## config.mk

```make
export PLATFORM = sky130hd
export DESIGN_NAME = mem_arbiter
export DESIGN_NICKNAME = d
export VERILOG_FILES = /design/src/rtl/mem_arbiter.sv
export SDC_FILE = /design/constraint.sdc
export NUM_CORES = 1
export LEC_CHECK = 0
export BUFFER_PORTS_ARGS = -buffer_cell sky130_fd_sc_hd__buf_2
export CAP_MARGIN = 25
export CORE_AREA = 4 4 307 309
export DETAILED_ROUTE_END_ITERATION = 7
export DIE_AREA = 0 0 311 313
export PLACE_DENSITY = 0.34
export SLEW_MARGIN = 5
export SYNTH_ARGS = -nofsm -noshare
export SYNTH_HDL_FRONTEND = slang
export SYNTH_SLANG_ARGS = --single-unit
```

## constraint.sdc

```tcl
create_clock -name clk -period 7.6 [get_ports clk]
set_input_delay 1.52 -clock clk [delete_from_list [all_inputs] [get_ports clk]]
set_output_delay 1.52 -clock clk [all_outputs]
set_load 0.02 [all_outputs]
```

## src/rtl/mem_arbiter.sv

```systemverilog
// Round-robin arbiter between the I-cache (client 0) and D-cache (client 1) for one memory port.
// An owner FIFO routes in-order read responses back to the cache that issued each read.
module mem_arbiter #(
    parameter int unsigned MEM_DATA_BITS = 128,
    parameter int unsigned MEM_ADDR_BITS = 28,
    parameter int unsigned RESP_DEPTH    = 4
) (
    input  logic                       clk,
    input  logic                       reset,

    input  logic                       c0_req_valid,
    output logic                       c0_req_ready,
    input  logic [MEM_ADDR_BITS-1:0]   c0_req_addr,
    input  logic                       c0_req_rw,
    input  logic                       c0_req_data_valid,
    output logic                       c0_req_data_ready,
    input  logic [MEM_DATA_BITS-1:0]   c0_req_data_bits,
    input  logic [MEM_DATA_BITS/8-1:0] c0_req_data_mask,
    output logic                       c0_resp_valid,

    input  logic                       c1_req_valid,
    output logic                       c1_req_ready,
    input  logic [MEM_ADDR_BITS-1:0]   c1_req_addr,
    input  logic                       c1_req_rw,
    input  logic                       c1_req_data_valid,
    output logic                       c1_req_data_ready,
    input  logic [MEM_DATA_BITS-1:0]   c1_req_data_bits,
    input  logic [MEM_DATA_BITS/8-1:0] c1_req_data_mask,
    output logic                       c1_resp_valid,

    output logic [MEM_DATA_BITS-1:0]   resp_data,

    output logic                       mem_req_valid,
    input  logic                       mem_req_ready,
    output logic [MEM_ADDR_BITS-1:0]   mem_req_addr,
    output logic                       mem_req_rw,
    output logic                       mem_req_data_valid,
    input  logic                       mem_req_data_ready,
    output logic [MEM_DATA_BITS-1:0]   mem_req_data_bits,
    output logic [MEM_DATA_BITS/8-1:0] mem_req_data_mask,
    input  logic                       mem_resp_valid,
    input  logic [MEM_DATA_BITS-1:0]   mem_resp_data,
    output logic                       resp_err
);

    localparam int unsigned PTR_BITS = $clog2(RESP_DEPTH);
    localparam int unsigned CNT_BITS = PTR_BITS + 1;

    typedef enum logic [1:0] {StIdle, StReq, StWdata} state_e;

    state_e              state_q;
    logic                grant_q;
    logic                rr_last_q;
    logic                data_done_q;
    logic                resp_err_q;
    logic                owner_q [RESP_DEPTH];
    logic [PTR_BITS-1:0] wr_ptr_q;
    logic [PTR_BITS-1:0] rd_ptr_q;
    logic [CNT_BITS-1:0] count_q;

    logic fifo_full, fifo_empty, elig0, elig1;
    logic g_rw, g_data_valid, g_req_ready, g_data_ready;
    logic addr_hs, data_hs, push, pop, head;

    assign fifo_full  = (count_q == CNT_BITS'(RESP_DEPTH));
    assign fifo_empty = (count_q == '0);
    assign elig0      = c0_req_valid && (c0_req_rw || !fifo_full);
    assign elig1      = c1_req_valid && (c1_req_rw || !fifo_full);

    assign g_rw              = grant_q ? c1_req_rw : c0_req_rw;
    assign g_data_valid      = grant_q ? c1_req_data_valid : c0_req_data_valid;
    assign mem_req_addr      = grant_q ? c1_req_addr : c0_req_addr;
    assign mem_req_rw        = g_rw;
    assign mem_req_data_bits = grant_q ? c1_req_data_bits : c0_req_data_bits;
    assign mem_req_data_mask = grant_q ? c1_req_data_mask : c0_req_data_mask;

    always_comb begin
        mem_req_valid      = 1'b0;
        mem_req_data_valid = 1'b0;
        g_req_ready        = 1'b0;
        g_data_ready       = 1'b0;
        if (!reset) begin
            case (state_q)
                StReq: begin
                    mem_req_valid      = 1'b1;
                    g_req_ready        = mem_req_ready;
                    // A beat already accepted ahead of the address must not be sent twice.
                    mem_req_data_valid = g_data_valid && g_rw && !data_done_q;
                    g_data_ready       = mem_req_data_ready && g_rw && !data_done_q;
                end
                StWdata: begin
                    mem_req_data_valid = g_data_valid;
                    g_data_ready       = mem_req_data_ready;
                end
                default: ;
            endcase
        end
    end

    assign c0_req_ready      = g_req_ready && !grant_q;
    assign c1_req_ready      = g_req_ready && grant_q;
    assign c0_req_data_ready = g_data_ready && !grant_q;
    assign c1_req_data_ready = g_data_ready && grant_q;

    assign addr_hs = mem_req_valid && mem_req_ready;
    assign data_hs = mem_req_data_valid && mem_req_data_ready;
    assign push    = addr_hs && !g_rw;
    assign pop     = !reset && mem_resp_valid && !fifo_empty;
    assign head    = owner_q[rd_ptr_q];

    assign c0_resp_valid = pop && !head;
    assign c1_resp_valid = pop && head;
    assign resp_data     = mem_resp_data;
    assign resp_err      = resp_err_q;

    always_ff @(posedge clk) begin
        if (reset) begin
            state_q     <= StIdle;
            grant_q     <= 1'b0;
            rr_last_q   <= 1'b1;
            data_done_q <= 1'b0;
            resp_err_q  <= 1'b0;
            wr_ptr_q    <= '0;
            rd_ptr_q    <= '0;
            count_q     <= '0;
        end else begin
            case (state_q)
                StIdle: begin
                    if (elig0 && elig1) begin
                        grant_q <= ~rr_last_q;
                        state_q <= StReq;
                    end else if (elig0) begin
                        grant_q <= 1'b0;
                        state_q <= StReq;
                    end else if (elig1) begin
                        grant_q <= 1'b1;
                        state_q <= StReq;
                    end
                end
                StReq: begin
                    if (addr_hs) begin
                        if (!g_rw || data_hs || data_done_q) begin
                            rr_last_q   <= grant_q;
                            data_done_q <= 1'b0;
                            state_q     <= StIdle;
                        end else begin
                            state_q <= StWdata;
                        end
                    end else if (data_hs) begin
                        data_done_q <= 1'b1;
                    end
                end
                StWdata: begin
                    if (data_hs) begin
                        rr_last_q <= grant_q;
                        state_q   <= StIdle;
                    end
                end
                default: state_q <= StIdle;
            endcase

            if (push) begin
                owner_q[wr_ptr_q] <= grant_q;
                wr_ptr_q          <= wr_ptr_q + PTR_BITS'(1);
            end
            if (pop) begin
                rd_ptr_q <= rd_ptr_q + PTR_BITS'(1);
            end
            if (push && !pop) begin
                count_q <= count_q + CNT_BITS'(1);
            end else if (pop && !push) begin
                count_q <= count_q - CNT_BITS'(1);
            end

            if (mem_resp_valid && fifo_empty) begin
                resp_err_q <= 1'b1;
            end
        end
    end

endmodule

```

# ---- Word level (Yosys, flattened, before mapping)
# Memory sizes are Yosys's and may differ from the RTL's. A register that Yosys moved wholly into a read port is not among the register bits.
# Index checks and enable logic that the tools add are counted.
# Widths: inputs -> output; s select.
dict set report word_totals {
  ff_bits 13
  ram_bits 4
  output_inout_bits 310
  elab_cells 103
  mem_count 1
}
dict set report classes {
  add_sub_neg 4
  eq_ne 8
  n_mux 37
  n_bitwise 1
  reduce_logical 44
}
# name depth width rd rd_ports_with_merged_regs write_ports line
set mem_list {}
lappend mem_list {owner_q 4 1 1 1 1 56} ;# logic owner_q [RESP_DEPTH];
# op n
set op_table {}
lappend op_table {{$mux 128} 1}
lappend op_table {{$mux 28} 1}
lappend op_table {{$logic_and 1x1->1} 21}
lappend op_table {{$mux 1} 20}
lappend op_table {{$mux 16} 1}
lappend op_table {{$mux 2} 8}
lappend op_table {{$logic_not 1->1} 9}
lappend op_table {{$mux 3} 2}
lappend op_table {{$ne 2x2->1 const B} 3}
lappend op_table {{$pmux 1 s2} 3}
lappend op_table {{$pmux 2 s3} 1}
lappend op_table {{$reduce_and 3->1} 2}
lappend op_table {{$reduce_bool 2->1} 3}
lappend op_table {{$add 2x1->2 const B} 2}
lappend op_table {{$logic_or 1x1->1} 4}
lappend op_table {{$ne 4x4->1 const B} 1}
lappend op_table {{$reduce_and 4->1} 1}
lappend op_table {{$add 3x1->3 const B} 1}
lappend op_table {{$eq 3x3->1 const B} 1}
lappend op_table {{$logic_not 3->1} 1}
lappend op_table {{$reduce_bool 3->1} 1}
lappend op_table {{$sub 3x1->3 const B} 1}
lappend op_table {{$eq 2x1->1 const B} 1}
lappend op_table {{$eq 2x2->1 const B} 1}
lappend op_table {{other kinds (4)} 4}

# ---- Longest topological paths before layout
dict set report logic_depth {
  depth_word 11
  ltp_mapped 11
}

# ---- Least setup slack after synthesis
# No wires, ideal clock.
dict set report synth_path {
  path_type {input -> output}
  startpoint {in c1_req_rw}
  endpoint {out mem_req_data_valid}
  t_arrival_ns 2.700
  required_ns 6.080
  path_slack_ns 3.380
  path_stages 3
  n_path_buf 0
  cell_sequence {mux2_2 -> a31o_2 -> nor4bb_1}
}
dict set report synth_via {
  elab_chain_len 5
}
# element line
set synth_rtl {}
lappend synth_rtl {{start: declaration} 24} ;# input logic c1_req_rw,
lappend synth_rtl {{$mux 1} 70} ;# assign g_rw = grant_q ? c1_req_rw : c0_req_rw;
lappend synth_rtl {{$logic_and 1x1->1 (2 in series)} 88} ;# mem_req_data_valid = g_data_valid && g_rw && !data_done_q;
lappend synth_rtl {{$pmux 1 s2} 83} ;# case (state_q)
lappend synth_rtl {{$mux 1} 82} ;# if (!reset) begin
lappend synth_rtl {{end: declaration} 37} ;# output logic mem_req_data_valid,
# Every way passes these cells.

# ---- Worst setup path after layout
dict set report layout_path {
  startpoint {in reset}
  endpoint {out c0_req_ready}
}
dict set report layout_via {
  elab_chain_len 2
}
# element line
set layout_rtl {}
lappend layout_rtl {{start: declaration} 9} ;# input logic reset,
lappend layout_rtl {{$mux 1} 82}
lappend layout_rtl {{$logic_and 1x1->1} 100} ;# assign c0_req_ready = g_req_ready && !grant_q;
lappend layout_rtl {{end: declaration} 12} ;# output logic c0_req_ready,
# Every way passes these cells.

==> results list <==
- Total power density per cell area: 124 nW/um^2
- Drc violations: 0
- Register-to-register setup slack: 4.50 ns
- Along the worst path, the maximum fanout reaches 18.
- The mapped netlist covers 4070 um^2.
- The filler cells instantiated in the layout total 10800.
- In this run the horizontal extent of the chip is between 300 and 400 um.
- Crit. Startpoint: reset
- Worst path cell trace: buf_2, nand3b_1, nor2_1, buf_2
- Syn Inst Count: 431
* R2r startpoint: grant_q
- Y dimension of the die: 313 um
- CTS Buf Count: 3
- The number of pins exceeding their max-slew limit in the final report is 0.
* Type of origin of the critical path: input port
* Crit share post-route: 0.555
- With fillers left out, the area of the finished cells amounts to 7280 um^2.
- The path class of the tightest hold or removal check is reg2reg.
* Final hold slack: 0.465 ns
- Clock network latency to the later pin of the worst-skew pair: 0.25 ns
- Total global-route track usage: 0.0549
* Ys Warns: 0
* Count of flip-flops with a built-in enable after synthesis: 4
* Shortest period the worst path allows: 4.22 ns
- Highest achievable clock rate: 237 MHz
* Std cell rows: 111
- Setup slack after layout: 3.38 ns
- The clock passes through at most 2 buffers.
- Cell internal power was estimated by the tool at between 0.4 and 0.5 mW.
- Worst endpoint data arrival time: 2.70 ns
* Number of optimization iterations in the first detailed-route pass: 4
- Last weighted congestion value of the routability-driven placer: 0.802
* Largest net degree at the start of global routing: 123
- Setup repair after global routing left no endpoint under its margin.
- Synth Net Count: approximately 920
- Of the total power, registers draw 0.134.
- The area growth from synthesis to layout is 79.0%.
- Post-detailed-route via-to-cell ratio: about 2.3
* Vias: 4695
* Capturing element type of the critical path: output port
- Of the total synthesized cell area, the portion taken by XOR and XNOR cells is 0.00861.
- For this design the top-level I/O count stands at between 700 and 800.
* Largest family of logic cells by synthesized area: multiplexers
* Cell family with most CP delay: simple AND/OR/NAND/NOR gates
* Starting density of the core: 0.0445
- Switching power of the nets: 0.439 mW
- Total grt overflow: 0
* Outcome: finished clean
- Clock tree from TritonCTS: built
- Remaining max-slew budget at the tightest pin: 0.408
* Mux share of post-synthesis cell area: 0.494
- The first routing iteration left 112 violations.
- Remaining antenna violation count after routing: 0
- In the final design database the tool counted 1315 nets.
* Count of buffers from port buffering: 536
- In the final timing run, aggregate negative setup slack is 0 ns.
- Of the cells placed in the final design, the portion with a size suffix greater than 1 is 0.878.
- By startpoint and endpoint, the worst setup path is classified as in2out.
- Hold_buf cts: 0
* Leakage power figure: between 3 and 4 nW
* Required time at the endpoint of the critical path: 6.08 ns
- For this run, the share of the core covered by cells in the final layout is 0.0797.
- Switching part of the total: 0.486
* Final hold viol count: 0
- IR analysis of the VDD net gives a maximum drop of about 0.069 mV.
- The region available for standard cell placement spans 91400 um^2.
- The final layout contains routed wiring with a total length of between 20000 and 30000 um.
- The design draws 0.902 mW.
- Detailed placement finished with a half-perimeter wire length of 27200 um.
- Post-synth cell types: 41
- Setup-violating endpoint count in the final report: 0
- Averaged over all synthesized cells, the footprint is 9.44 um^2.
* Number of non-filler instances in the completed layout: approximately 2000
- Part of the Yosys area used for sequential elements: 0.103
* Die outline area: 97300 um^2
- By instance count, the cell type seen most on the critical path is sky130_fd_sc_hd__buf_2.
- Of the total synthesized cell area, the portion taken by full adders, half adders and majority gates is 0.0295.
* Clock sink total: 19
- The placed instances occupy a cell area of slightly above 7000 um^2.
- At the placement stage, the worst setup path has a slack of approximately 3.4 ns.
* Clock-pin slew reported for the worst setup and hold paths after clock tree synthesis: ~0.06 ns
* Number of global-route vias before repair: 5017
* Detail-routed net length per standard cell: between 10 and 15 um
- Proportion of synthesized flip-flops having asynchronous set or reset: 0
- Simple-gate share of the synthesized area: 0.0603
- Clock Tree Root: sky130_fd_sc_hd__clkbuf_16
* Post-CTS setup-driven buffer insertion count: 0
- Cells resized by post-CTS repair: 0
- Synth Area in Compound Gates: 0.0311
- The synthesized design contains 19 register bits.
- The slowest stage of the critical path is the sky130_fd_sc_hd__nand3b_1 cell.
- The most used flip-flop cell after synthesis is sky130_fd_sc_hd__dfxtp_1.
- CTS H-tree lvls: 1
- Initial antenna violation count: 8
* Delay of the slowest cell on the worst path: approximately 0.51 ns
- Portion of total power attributed to the clock network: 0.124
- Share of power burned in combinational logic: 0.743
* First-pass GRT wire length: 37900 um
- Launch point of the worst hold path: resp_err
* Skew final: 0.00168 ns
* Number of instances in the placed design: 2004
- Measured slew at the worst slew-check pin: 0.887 ns
- Buffers plus inverters on the worst setup path: 2
- Number of maximum-capacitance constraint violations: 0
==> Yosys cell counts (3+ instances only) <==
cell	instances	area, um^2
sky130_fd_sc_hd__mux2_2	173	1950
sky130_fd_sc_hd__buf_4	129	968
sky130_fd_sc_hd__dfxtp_1	15	300
sky130_fd_sc_hd__buf_2	14	70.1
sky130_fd_sc_hd__nor2_1	12	45.0
sky130_fd_sc_hd__inv_1	11	41.3
sky130_fd_sc_hd__clkbuf_1	8	30.0
sky130_fd_sc_hd__ha_1	8	100
sky130_fd_sc_hd__and2_1	5	31.3
sky130_fd_sc_hd__nand2_1	5	18.8
sky130_fd_sc_hd__a21oi_1	4	20.0
sky130_fd_sc_hd__edfxtp_1	4	120
sky130_fd_sc_hd__mux2i_1	4	40.0
sky130_fd_sc_hd__nand3_1	4	20.0
sky130_fd_sc_hd__nor3b_1	3	22.5
==> final timing paths <==
| kind | endpoint | cells past startpoint |
|---|---|---|
| worst max register to register | count_q[2] | 9 |
| worst min-delay path | resp_err | 2 |
| worst max-delay path | c0_req_ready | 4 |
| worst min register to register | resp_err | 2 |
==> per-layer routing <==
layer | track usage | vias up | part of all wire
met4 | 0.00971 | 0 | 0.021
met5 | 0 | - | 0
met1 | 0.0569 | 2050 | 0.35
met3 | 0.0436 | 56 | 0.19
met2 | 0.0885 | 420 | 0.44
li1 | - | 2169 | -
==> final cells by class <==
cell class | count | area [um^2] | area share
Antenna cell | 1 | 2.50 | 0.000344
Tap cell | 1186 | 1480 | 0.204
Inverter | 11 | 41.3 | 0.00567
Timing Repair Buffer | 538 | 2710 | 0.372
Clock inverter | 1 | 5.00 | 0.000688
Multi-Input combinational cell | 250 | 2540 | 0.349
Sequential cell | 19 | 424 | 0.0583
Clock buffer | 3 | 75.1 | 0.0103
==> power by group through the flow <==
stage | Combinational [mW] | Clock (mW) | Sequential (mW)
floorplan | 0.480 | 0 | 0.122
global placement | 0.686 | 0 | 0.124
detailed placement | 0.683 | 0 | 0.123
CTS | 0.686 | 0.115 | 0.121
global route | 0.726 | 0.122 | 0.122
finish | 0.670 | 0.111 | 0.121
==> cell families (layout without fill, tap and decap cells) <==
logic type	after synthesis	after routing
multiplexers	178	178
buffers and inverters	162	553
AND/OR/NAND/NOR	42	42
flip-flops	19	19
AO/OA/AOI/OAI	17	17
adder cells (fa/ha/maj)	9	9
XOR/XNOR	4	4
other	0	1
==> worst reg2reg max path, stage by stage, from the launching register on <==
cell and delay, ns:
sky130_fd_sc_hd__dfxtp_4 0.36, sky130_fd_sc_hd__buf_4 0.59, sky130_fd_sc_hd__mux2_2 0.49, sky130_fd_sc_hd__nor2_2 0.29, sky130_fd_sc_hd__ha_1 0.25, sky130_fd_sc_hd__inv_1 0.07
sky130_fd_sc_hd__fa_1 0.37, sky130_fd_sc_hd__xor2_1 0.17, sky130_fd_sc_hd__or3_1 0.30, sky130_fd_sc_hd__a21oi_1 0.13
==> cell usage in the layout, fill, tap and decap left out, types with 2 or more instances in the layout <==
master	netlist	routed
sky130_fd_sc_hd__buf_2	14	536
sky130_fd_sc_hd__mux2_2	173	173
sky130_fd_sc_hd__dfxtp_1	15	14
sky130_fd_sc_hd__nor2_1	12	12
sky130_fd_sc_hd__inv_1	11	11
sky130_fd_sc_hd__ha_1	8	8
sky130_fd_sc_hd__and2_1	5	5
sky130_fd_sc_hd__nand2_1	5	5
sky130_fd_sc_hd__mux2i_1	4	4
sky130_fd_sc_hd__nand3_1	4	4
sky130_fd_sc_hd__a21oi_1	4	4
sky130_fd_sc_hd__edfxtp_1	4	4
sky130_fd_sc_hd__nor3b_1	3	3
sky130_fd_sc_hd__clkbuf_16	0	3
sky130_fd_sc_hd__a31o_2	2	2
sky130_fd_sc_hd__a221oi_1	2	2
sky130_fd_sc_hd__o21ai_0	2	2
sky130_fd_sc_hd__or3_1	2	2
sky130_fd_sc_hd__xor2_1	2	2
sky130_fd_sc_hd__xnor2_1	2	2
(Power assumes the default switching activity.)
